File: config.mk
export PLATFORM = sky130hd
export DESIGN_NAME = magnitude_isqrt_seq_flat
export DESIGN_NICKNAME = d
export VERILOG_FILES = /design/src/rtl/magnitude_pkg.sv /design/src/rtl/magnitude_isqrt_seq_if.sv /design/src/rtl/isqrt_step.sv /design/src/rtl/magnitude_isqrt_seq.sv /design/src/flat_wrapper.sv
export SDC_FILE = /design/constraint.sdc
export NUM_CORES = 1
export LEC_CHECK = 0
export ABC_CLOCK_PERIOD_IN_PS = 5700
export CORE_MARGIN = 4
export CORE_UTILIZATION = 30
export CTS_CLUSTER_SIZE = 12
export DETAILED_ROUTE_END_ITERATION = 10
export PLACE_DENSITY = 0.43
export REMOVE_ABC_BUFFERS = 1
export SETUP_SLACK_MARGIN = 0.1
export SLEW_MARGIN = 20
export SYNTH_ARGS = -nofsm -noshare
export SYNTH_HDL_FRONTEND = slang
export SYNTH_HIERARCHICAL = 1
export SYNTH_SLANG_ARGS = --single-unit
File: constraint.sdc
create_clock -name clock -period 5.7 [get_ports clock]
set_input_delay 1.14 -clock clock [delete_from_list [all_inputs] [get_ports clock]]
set_output_delay 1.14 -clock clock [all_outputs]
set_load 0.01 [all_outputs]
File: src/rtl/magnitude_pkg.sv
// rtl/magnitude_pkg.sv - width constants and state encoding for the iterative magnitude engine.
package magnitude_pkg;
  localparam int N  = 7;
  localparam int R  = N + 2;
  localparam int S  = 2 * R;
  localparam int CW = $clog2(R);

  typedef enum logic [1:0] {IDLE, SQUARE, ROOT, DONE} state_t;
endpackage

File: src/rtl/magnitude_isqrt_seq_if.sv
// rtl/magnitude_isqrt_seq_if.sv - component input and magnitude output handshakes.
interface magnitude_isqrt_seq_if;
  logic [magnitude_pkg::N:0]   InputReal;
  logic [magnitude_pkg::N:0]   InputImaginary;
  logic                        InValid;
  logic                        InReady;
  logic [magnitude_pkg::R-1:0] OutMagnitude;
  logic                        OutValid;
  logic                        OutReady;

  modport master (output InputReal, InputImaginary, InValid, OutReady,
                  input  InReady, OutMagnitude, OutValid);
  modport slave  (input  InputReal, InputImaginary, InValid, OutReady,
                  output InReady, OutMagnitude, OutValid);
endinterface

File: src/rtl/isqrt_step.sv
// rtl/isqrt_step.sv - one restoring square-root iteration: bring down two radicand bits, resolve one root bit.
module isqrt_step
  import magnitude_pkg::*;
(
  input  logic [S-1:0] rem_i,
  input  logic [R-1:0] root_i,
  input  logic [1:0]   bits_i,
  output logic [S-1:0] rem_o,
  output logic [R-1:0] root_o
);
  logic [S-1:0] rem_shift;
  logic [S-1:0] trial;
  logic         take;

  // The remainder never exceeds 2*root, so its top two bits are always zero here.
  assign rem_shift = {rem_i[S-3:0], bits_i};
  assign trial     = {{(S-R-2){1'b0}}, root_i, 2'b01};
  assign take      = (rem_shift >= trial);
  assign rem_o     = take ? (rem_shift - trial) : rem_shift;
  assign root_o    = {root_i[R-2:0], take};
endmodule

File: src/rtl/magnitude_isqrt_seq.sv
// rtl/magnitude_isqrt_seq.sv - exact floor(sqrt(re^2+im^2)), one root bit per clock.
// MAGNITUDE_ROUND_EN: round the result to nearest instead of floor.
module magnitude_isqrt_seq
  import magnitude_pkg::*;
(
  input  logic                 clock,
  input  logic                 reset,
  magnitude_isqrt_seq_if.slave bus
);
  state_t        state_q, state_d;
  logic [N:0]    re_q, re_d;
  logic [N:0]    im_q, im_d;
  logic [S-1:0]  rad_q, rad_d;
  logic [S-1:0]  rem_q, rem_d;
  logic [R-1:0]  root_q, root_d;
  logic [CW-1:0] cnt_q, cnt_d;
  logic [R-1:0]  mag_q, mag_d;

  logic [S-1:0]  re_ext, im_ext;
  logic [S-1:0]  step_rem;
  logic [R-1:0]  step_root;

  assign re_ext = {{(S-N-1){1'b0}}, re_q};
  assign im_ext = {{(S-N-1){1'b0}}, im_q};

  isqrt_step u_step (
    .rem_i  (rem_q),
    .root_i (root_q),
    .bits_i (rad_q[{cnt_q, 1'b0} +: 2]),
    .rem_o  (step_rem),
    .root_o (step_root)
  );

  always_comb begin
    state_d = state_q;
    re_d    = re_q;
    im_d    = im_q;
    rad_d   = rad_q;
    rem_d   = rem_q;
    root_d  = root_q;
    cnt_d   = cnt_q;
    mag_d   = mag_q;
    case (state_q)
      IDLE: begin
        if (bus.InValid) begin
          re_d    = bus.InputReal;
          im_d    = bus.InputImaginary;
          state_d = SQUARE;
        end
      end
      SQUARE: begin
        rad_d   = re_ext * re_ext + im_ext * im_ext;
        rem_d   = '0;
        root_d  = '0;
        cnt_d   = CW'(R - 1);
        state_d = ROOT;
      end
      ROOT: begin
        rem_d  = step_rem;
        root_d = step_root;
        if (cnt_q == '0) begin
          state_d = DONE;
`ifdef MAGNITUDE_ROUND_EN
          // A remainder above the root means sqrt lies at or beyond root + 0.5.
          mag_d = (step_rem > {{(S-R){1'b0}}, step_root}) ? step_root + R'(1) : step_root;
`else
          mag_d = step_root;
`endif
        end else begin
          cnt_d = cnt_q - CW'(1);
        end
      end
      DONE: begin
        if (bus.OutReady) state_d = IDLE;
      end
      default: state_d = IDLE;
    endcase
  end

  always_ff @(posedge clock) begin
    if (reset) begin
      state_q <= IDLE;
      re_q    <= '0;
      im_q    <= '0;
      rad_q   <= '0;
      rem_q   <= '0;
      root_q  <= '0;
      cnt_q   <= '0;
      mag_q   <= '0;
    end else begin
      state_q <= state_d;
      re_q    <= re_d;
      im_q    <= im_d;
      rad_q   <= rad_d;
      rem_q   <= rem_d;
      root_q  <= root_d;
      cnt_q   <= cnt_d;
      mag_q   <= mag_d;
    end
  end

  assign bus.InReady      = (state_q == IDLE);
  assign bus.OutValid     = (state_q == DONE);
  assign bus.OutMagnitude = mag_q;
endmodule
File: src/flat_wrapper.sv
// flat-port wrapper written by rule: the top's interface ports become plain ports
module magnitude_isqrt_seq_flat import magnitude_pkg::*;
  (clock, reset, bus_InputReal, bus_InputImaginary, bus_InValid, bus_OutReady, bus_InReady, bus_OutMagnitude, bus_OutValid);
  magnitude_isqrt_seq_if bus_i ();
  input  logic clock;
  input  logic reset;
  input wire logic [$bits(bus_i.InputReal)-1:0] bus_InputReal;
  input wire logic [$bits(bus_i.InputImaginary)-1:0] bus_InputImaginary;
  input wire logic [$bits(bus_i.InValid)-1:0] bus_InValid;
  input wire logic [$bits(bus_i.OutReady)-1:0] bus_OutReady;
  output wire logic [$bits(bus_i.InReady)-1:0] bus_InReady;
  output wire logic [$bits(bus_i.OutMagnitude)-1:0] bus_OutMagnitude;
  output wire logic [$bits(bus_i.OutValid)-1:0] bus_OutValid;
  assign bus_i.InputReal = bus_InputReal;
  assign bus_i.InputImaginary = bus_InputImaginary;
  assign bus_i.InValid = bus_InValid;
  assign bus_i.OutReady = bus_OutReady;
  assign bus_InReady = bus_i.InReady;
  assign bus_OutMagnitude = bus_i.OutMagnitude;
  assign bus_OutValid = bus_i.OutValid;
  magnitude_isqrt_seq u_core (.clock(clock), .reset(reset), .bus(bus_i));
endmodule
-- Word-level counts from Yosys, hierarchy flattened
Cells that the tools add are included.
- $add $sub $neg: 3
- $mul: 2
- div/mod/pow operators: 0
- $lt $le $gt $ge: 1
- equal/unequal tests: 7
- shift operators: 1
- muxes and demuxes: 9
- bitwise gates (word level): 0
- reduce and logical (&&, ||, !) cells: 7
- operators by type and width (kind ; number):
    $mul A8 B8 Y16 ; 2
    $pmux W16 S2 ; 1
    $add A18 B18 Y18 ; 1
    $ge A18 B11 Y1 ; 1
    $pmux W9 S2 ; 1
    $shiftx A18 B6 Y2 ; 1
    $mux W16 ; 1
    $sub A16 B11 Y16 ; 1
    $pmux W2 S4 ; 1
    $pmux W4 S2 ; 1
    $mux W2 ; 3
    $ne A2 B2 Y1 const B ; 3
    $reduce_and A2 Y1 ; 3
    $eq A2 B2 Y1 const B ; 2
    $logic_not A4 Y1 ; 1
    $mux W4 ; 1
    $sub A4 B1 Y4 const B ; 1
    $reduce_and A3 Y1 ; 1
    $eq A2 B1 Y1 const B ; 1
    $logic_not A2 Y1 ; 1
    $ne A2 B1 Y1 const B ; 1
    $reduce_bool A2 Y1 ; 1
- register bits: 74
- latch bits: 0
- RAM bits: 0
- memory bits (read-only): 0
- input port bits: 20
- output and inout bits: 11
- logic and storage cells: 38
- memories: 0

-- Longest topological paths before layout
Gate-level depths: netlist of the first run.
- word-level depth: 4
- depth in mapped cells: 21
- depth with buffers taken out: 20

-- By module
Netlist of the first run, hierarchy kept.
- by module, submodules not included (module ; instances ; cells each ; area an instance (um^2) ; sequential area each (um^2)):
    magnitude_isqrt_seq ; 1 ; 711 ; 6369.9 ; 1501.4
    isqrt_step ; 1 ; 133 ; 889.6 ; 0.0

-- Worst setup path before layout of the first run
No wires, ideal clock.
- path kind: reg-to-reg
- start: reg u_core.re_q[4]
- end: reg u_core.rad_q[12]
- setup time: 0.132 ns
- arrival: 5.092 ns
- path slack: 0.475 ns
- stages on the path, launching flop included: 19
- buffers on the path: 1
- cells stage by stage: dfxtp_1 -> clkbuf_1 -> nand2_1 -> fa_1 -> inv_1 -> fa_1 -> fa_1 -> inv_1 -> fa_1 -> fa_1 -> fa_1 -> inv_1 -> ha_1 -> a21o_1 -> a21oi_2 -> a211oi_4 -> or3_1 -> nand3_1 -> a21oi_1
- longest elaborated chain between the ends: 2
- ends and longest elaborated chain (what ; RTL line ; source):
    from (decl) ; magnitude_isqrt_seq.sv:11 ; logic [N:0] re_q, re_d;
    from (signal assigned) ; magnitude_isqrt_seq.sv:92 ; re_q <= re_d;
    $mul A8 B8 Y16 ; magnitude_isqrt_seq.sv:52 ; rad_d = re_ext * re_ext + im_ext * im_ext;
    $add A18 B18 Y18 ; magnitude_isqrt_seq.sv:52 ;
    to (signal assigned) ; magnitude_isqrt_seq.sv:94 ; rad_q <= rad_d;
    to (decl) ; magnitude_isqrt_seq.sv:13 ; logic [S-1:0] rad_q, rad_d;
Every way passes these cells.
A chain may end at the register's enable or synchronous reset.

-- Worst setup path in the final report of the first run
- start: reg u_core.re_q[3]
- end: reg u_core.rad_q[14]
Same word-level chain as after synthesis.

==> results of run 1 <==
final timing paths:
check | from | to | slack [ps]
worst max-delay path | u_core/re_q[3] | u_core/rad_q[14] | 380
worst min register to register | u_core/rad_q[11] | u_core/rad_q[11] | 450
worst min-delay path | u_core/rad_q[11] | u_core/rad_q[11] | 450
worst max register to register | u_core/re_q[3] | u_core/rad_q[14] | 380
routing by layer:
layer | global-route usage (%) | vias to the layer above | part of all wire, % | wire (um)
met5 | 0 | - | 0 | 0
li1 | - | 2663 | - | -
met2 | 23.4 | 33 | 51 | 8330
met3 | 1.70 | 11 | 1.5 | 241
met1 | 16.9 | 2515 | 47 | 7670
met4 | 3.38 | 0 | 1.2 | 190
sequential cells by signal (all words and copies together) (netlist names):
name	flops
u_core/cnt_q	4
u_core/rem_q	16
u_core/state_q	2
u_core/bus.OutMagnitude	9
u_core/re_q	8
u_core/root_q	9
u_core/rad_q	17
u_core/im_q	8
power breakdown:
group	internal (mW)	total, mW	switching [mW]
Clock	0.303	0.567	0.264
Sequential	0.569	0.635	0.0663
Combinational	0.433	1.07	0.641
Total	1.30	2.28	0.971
metrics by stage:
stage / hold slack, ps / cell area, um2
3_5_place_dp: 443 / 7730
5_1_grt: 475 / 8030
3_3_place_gp: 439 / 7730
2_1_floorplan: 420 / 6930
4_1_cts: 458 / 8020
6_report: 454 / 8030
final cells by class:
| cell class | instances | area (um2) | share of cell area (%) |
|---|---|---|---|
| timing repair buffer | 45 | 408 | 5.08 |
| inverter | 114 | 428 | 5.33 |
| tap | 319 | 399 | 4.97 |
| sequential | 73 | 1470 | 18.3 |
| clock buffer | 9 | 225 | 2.81 |
| clock inverter | 7 | 61.3 | 0.764 |
| multi-input combinational | 600 | 5040 | 62.8 |
worst max-delay path, cell delays in order (launching register included):
cell      delay (ps)
dfxtp_1          480
nand2_1          110
fa_1             500
fa_1             550
inv_1             50
fa_1             510
fa_1             440
fa_1             540
inv_1             50
fa_1             530
inv_1             40
ha_1             370
nand4_2          190
a211oi_4         380
o211ai_2         150
a211o_1          320
nand3_2           50
==> impl_metrics.yaml, run 1 <==
layout:
  final_cells: 1167
  layout_commonest_cell: "inv_1"
  antennaDiodeCount: 0
  drive_gt1_share_pct: 6.72
  fillers: 2509
  area_delta_synth_final_pct: 12.2
  final_cell_mix: "inv_1, nand2_1, fa_1, a21oi_1, ha_1"
  layout.nets: 1010
  finish.utilization_pct: 34.2
critical_path:
  cp-start-kind: "flip-flop"
  crit_arrival_ps: 5610
  critPathKind: "reg -> reg"
  worst-r2r-cell-count: 16
  worst_setup_path_end_kind: "flip-flop"
  required_ps: 5990
  worst-path-max-fanout: 8
placed_design:
  gp_congestion: 0.772
  dp_slack_ps: 279
  dp_cells: 1151
  post-dp-hpwl_mm: 13.2
  io_buffers: 30
min_path:
  min_path_type: "reg -> reg"
  hold_depth: 2
sta:
  fin_crit_ps: 5320
  clock_skew_ps: 8.40
  fin_tns_setup_ps: 0
  max_slew_margin_pct: 40.0
  setup_viol: 0
  slew_violations: 0
  final_hold_viol_count: 0
  max_freq_ghz: 0.188
  period_share_pct: 93.3
  rsz0062_at_grt: "false"
  fin_ws_ps: 380
  worst_pin_slew_ps: 899
global_routing:
  grt_max_degree: 36
  grt_pass1_wl_mm: 27.8
  grt_overflow_total: 0
  track_usage_pct: 13.2
  grt_antenna_before_repair: 0
  grt_pass1_vias: 5450
floorplan:
  die_w_um: 162
  num_rows: 56
  num_io_pins: 31
  dieArea_um2: 26400
  initial_utilization_pct: 30.5
  core_region_area_um2: 23500
  dieHeight_um: 162
flow_run:
  drv_cap: 0
power_and_ir_drop:
  vdd_ir_drop_max_mv: 0.186
  total_leakage_power_nw: 3.72
  finalPower_mw: 2.28
  powerDensity_nw_per_um2: 284
synthesis:
  ys_warn_count: 6
  synth.avg_cell_area_um2: 8.60
  synth_area_um2: 7150
  netlist_instances: 831
detailed_routing:
  drt_wl_total_mm: 16.4
  first_iter_violations: 179
  drt-vias-per-instance: 4.47
  dr.pass1.iters: 4
  via_count: 5222
  drt.antenna.violating_nets: 0
  wl_per_cell_um: 14.1
  route.detailed.drc: 0
clock_network:
  root_buffer: "clkbuf_16"
  cts_setup_buffers: 0
  clock_latency_ps: 350
  clk_pin_slew_ps: 60
  tritoncts: "done"
  cts.sinks: 73
  cts_made_buffers: 9
  cts_hold_buf: 0
  post_cts_resized: 0
  htree_num_levels: 3
  cts_buffer_depth: 2
status:
  outcome: "completed"
Power figures use the tool's default switching activity.
==> run 2: changes to the inputs <==
CAP_MARGIN = 20   (was unset)
CORE_MARGIN = unset   (was 4)
MAX_ROUTING_LAYER = met4   (was unset)
==> run 2 against run 1 <==
Fmax decreased by 0.65%; worst setup slack worse by 35 ps; clock skew up 6.2 ps; non-clock buffer count down 3; via count increased by 1.0%; total power rose by 0.38%; highest routed layer unchanged; cell count is 0.26% lower; first-iteration DRC count decreased by 8.4%; register-to-register slack worse by 30 ps; critical path depth unchanged.
==> impl_metrics.yaml, run 2 (synthesized netlist as in run 1, its figures left out) <==
clock_network:
  cts_made_buffers: 9
  clock_latency_ps: 350
  cts_buffer_depth: 2
  root_buffer: "clkbuf_16"
  htree_num_levels: 3
  tritoncts: "done"
  cts.sinks: 73
  cts_setup_buffers: 0
  clk_pin_slew_ps: 70
  cts_hold_buf: 0
floorplan:
  num_rows: 56
  dieHeight_um: 156
  dieArea_um2: 24500
  initial_utilization_pct: 30.6
  num_io_pins: 31
  core_region_area_um2: 23400
  die_w_um: 156
sta:
  max_freq_ghz: 0.187
  final_hold_viol_count: 0
  whs_ps: 454
  setup_viol: 0
  rsz0062_at_grt: "true"
  slew_violations: 0
  fin_tns_setup_ps: 0
  clock_skew_ps: 14.6
  worst_pin_slew_ps: 908
  max_slew_margin_pct: 39.5
  fin_crit_ps: 5350
  period_share_pct: 93.9
  fin_ws_ps: 346
layout:
  top_register: "u_core/rad_q"
  largest_reg_flops: 17
  final_cells: 1164
  area_delta_synth_final_pct: 12.0
  antennaDiodeCount: 0
  layout_commonest_cell: "inv_1"
  largestRegisters: "u_core/rad_q (17), u_core/rem_q (16)"
  drive_gt1_share_pct: 6.51
  layout.nets: 1007
  final_cell_mix: "inv_1, nand2_1, fa_1, a21oi_1, ha_1"
  fillers: 2560
min_path:
  min_path_type: "reg -> reg"
status:
  outcome: "completed"
detailed_routing:
  drt.antenna.violating_nets: 0
  drt-vias-per-instance: 4.53
  first_iter_violations: 164
  dr.pass1.iters: 4
  route.detailed.drc: 0
  via_count: 5275
  drt_wl_total_mm: 16.3
  wl_per_cell_um: 14.0
power_and_ir_drop:
  vdd_ir_drop_max_mv: 0.204
  total_leakage_power_nw: 3.71
  powerDensity_nw_per_um2: 285
  finalPower_mw: 2.28
critical_path:
  max_stage_delay_ps: 540
  crit_top_cell: "fa_1"
  path_cells: "nand2_1 -> fa_1 -> inv_1 -> fa_1 -> fa_1 -> fa_1 -> fa_1 -> inv_1 -> fa_1 -> inv_1 -> ha_1 -> a21o_1 -> a21o_1 -> or3_1 -> nand3_1 -> a21oi_1"
  crit_arrival_ps: 5570
  cp-start-kind: "flip-flop"
  path_delay_family: "adder cells"
  critPathKind: "reg -> reg"
  critical_path_buf_inv_count: 3
  worst_setup_path_end_kind: "flip-flop"
  worst-path-max-fanout: 10
  cpMaxStageDelayCell: "fa_1"
  required_ps: 5920
global_routing:
  track_usage_pct: 14.9
  grt_max_degree: 37
  grt_overflow_total: 0
  grt_antenna_before_repair: 0
  grt_pass1_vias: 5148
  grt_pass1_wl_mm: 27.1
placed_design:
  io_buffers: 30
  gp_congestion: 0.773
  post-dp-hpwl_mm: 13.0
  dp_slack_ps: 301
  dp_cells: 1148
flow_run:
  drv_cap: 0
## run 2: worst paths after layout
| path | slack (ps) | end | depth (start not counted) | startpoint |
|---|---|---|---|---|
| worst max-delay path | 350 | u_core/rad_q[12] | 16 | u_core/im_q[5] |
| worst min-delay path | 450 | u_core/bus.OutMagnitude[2] | 2 | u_core/bus.OutMagnitude[2] |
| worst max register to register | 350 | u_core/rad_q[12] | 16 | u_core/im_q[5] |
| worst min register to register | 450 | u_core/bus.OutMagnitude[2] | 2 | u_core/bus.OutMagnitude[2] |
## run 2: where the power goes
| group | internal [mW] | switching [mW] | total (mW) |
|---|---|---|---|
| clock | 0.309 | 0.273 | 0.582 |
| sequential | 0.569 | 0.0698 | 0.639 |
| combinational | 0.429 | 0.635 | 1.06 |
## run 2: per-stage QoR
step                      utilization [%]  instance area, um2
final                                34.2                8010
after global routing                 34.2                8010
after CTS                            34.2                8010
after detailed placement             33.0                7710
after global placement               33.0                7710
after floorplan                         -                6930
## run 2: layout make-up
cell class                 instances  area [um2]  share of cell area [%]
clock buffer                       9         225                    2.81
clock inverter                     7        67.6                   0.843
inverter                         114         428                    5.34
multi-input combinational        600        5040                    62.9
sequential                        73        1470                    18.3
tap                              319         399                    4.98
timing repair buffer              42         385                    4.81
## run 2: worst register-to-register path: cells and delay by family, from the launching register on
kind	cells	cell delay, ps
adders and majority gates	7	3520
DFF	1	500
buffers and inverters	3	160
and+or+nand+nor	3	530
AOI/OAI and AO/OA	3	510
## run 2: routing by layer
metal  routed length, um  GRT usage (%)
met1                7860           19.4
met2                7920           24.2
met3                 293           1.72
met4                 202           4.48
met5                   0              -
## run 2: timing repair
action | in CTS | in global routing
gates resized for setup | 0 | 5
setup endpoints to repair | 0 | 4
hold endpoints to repair | 0 | 0
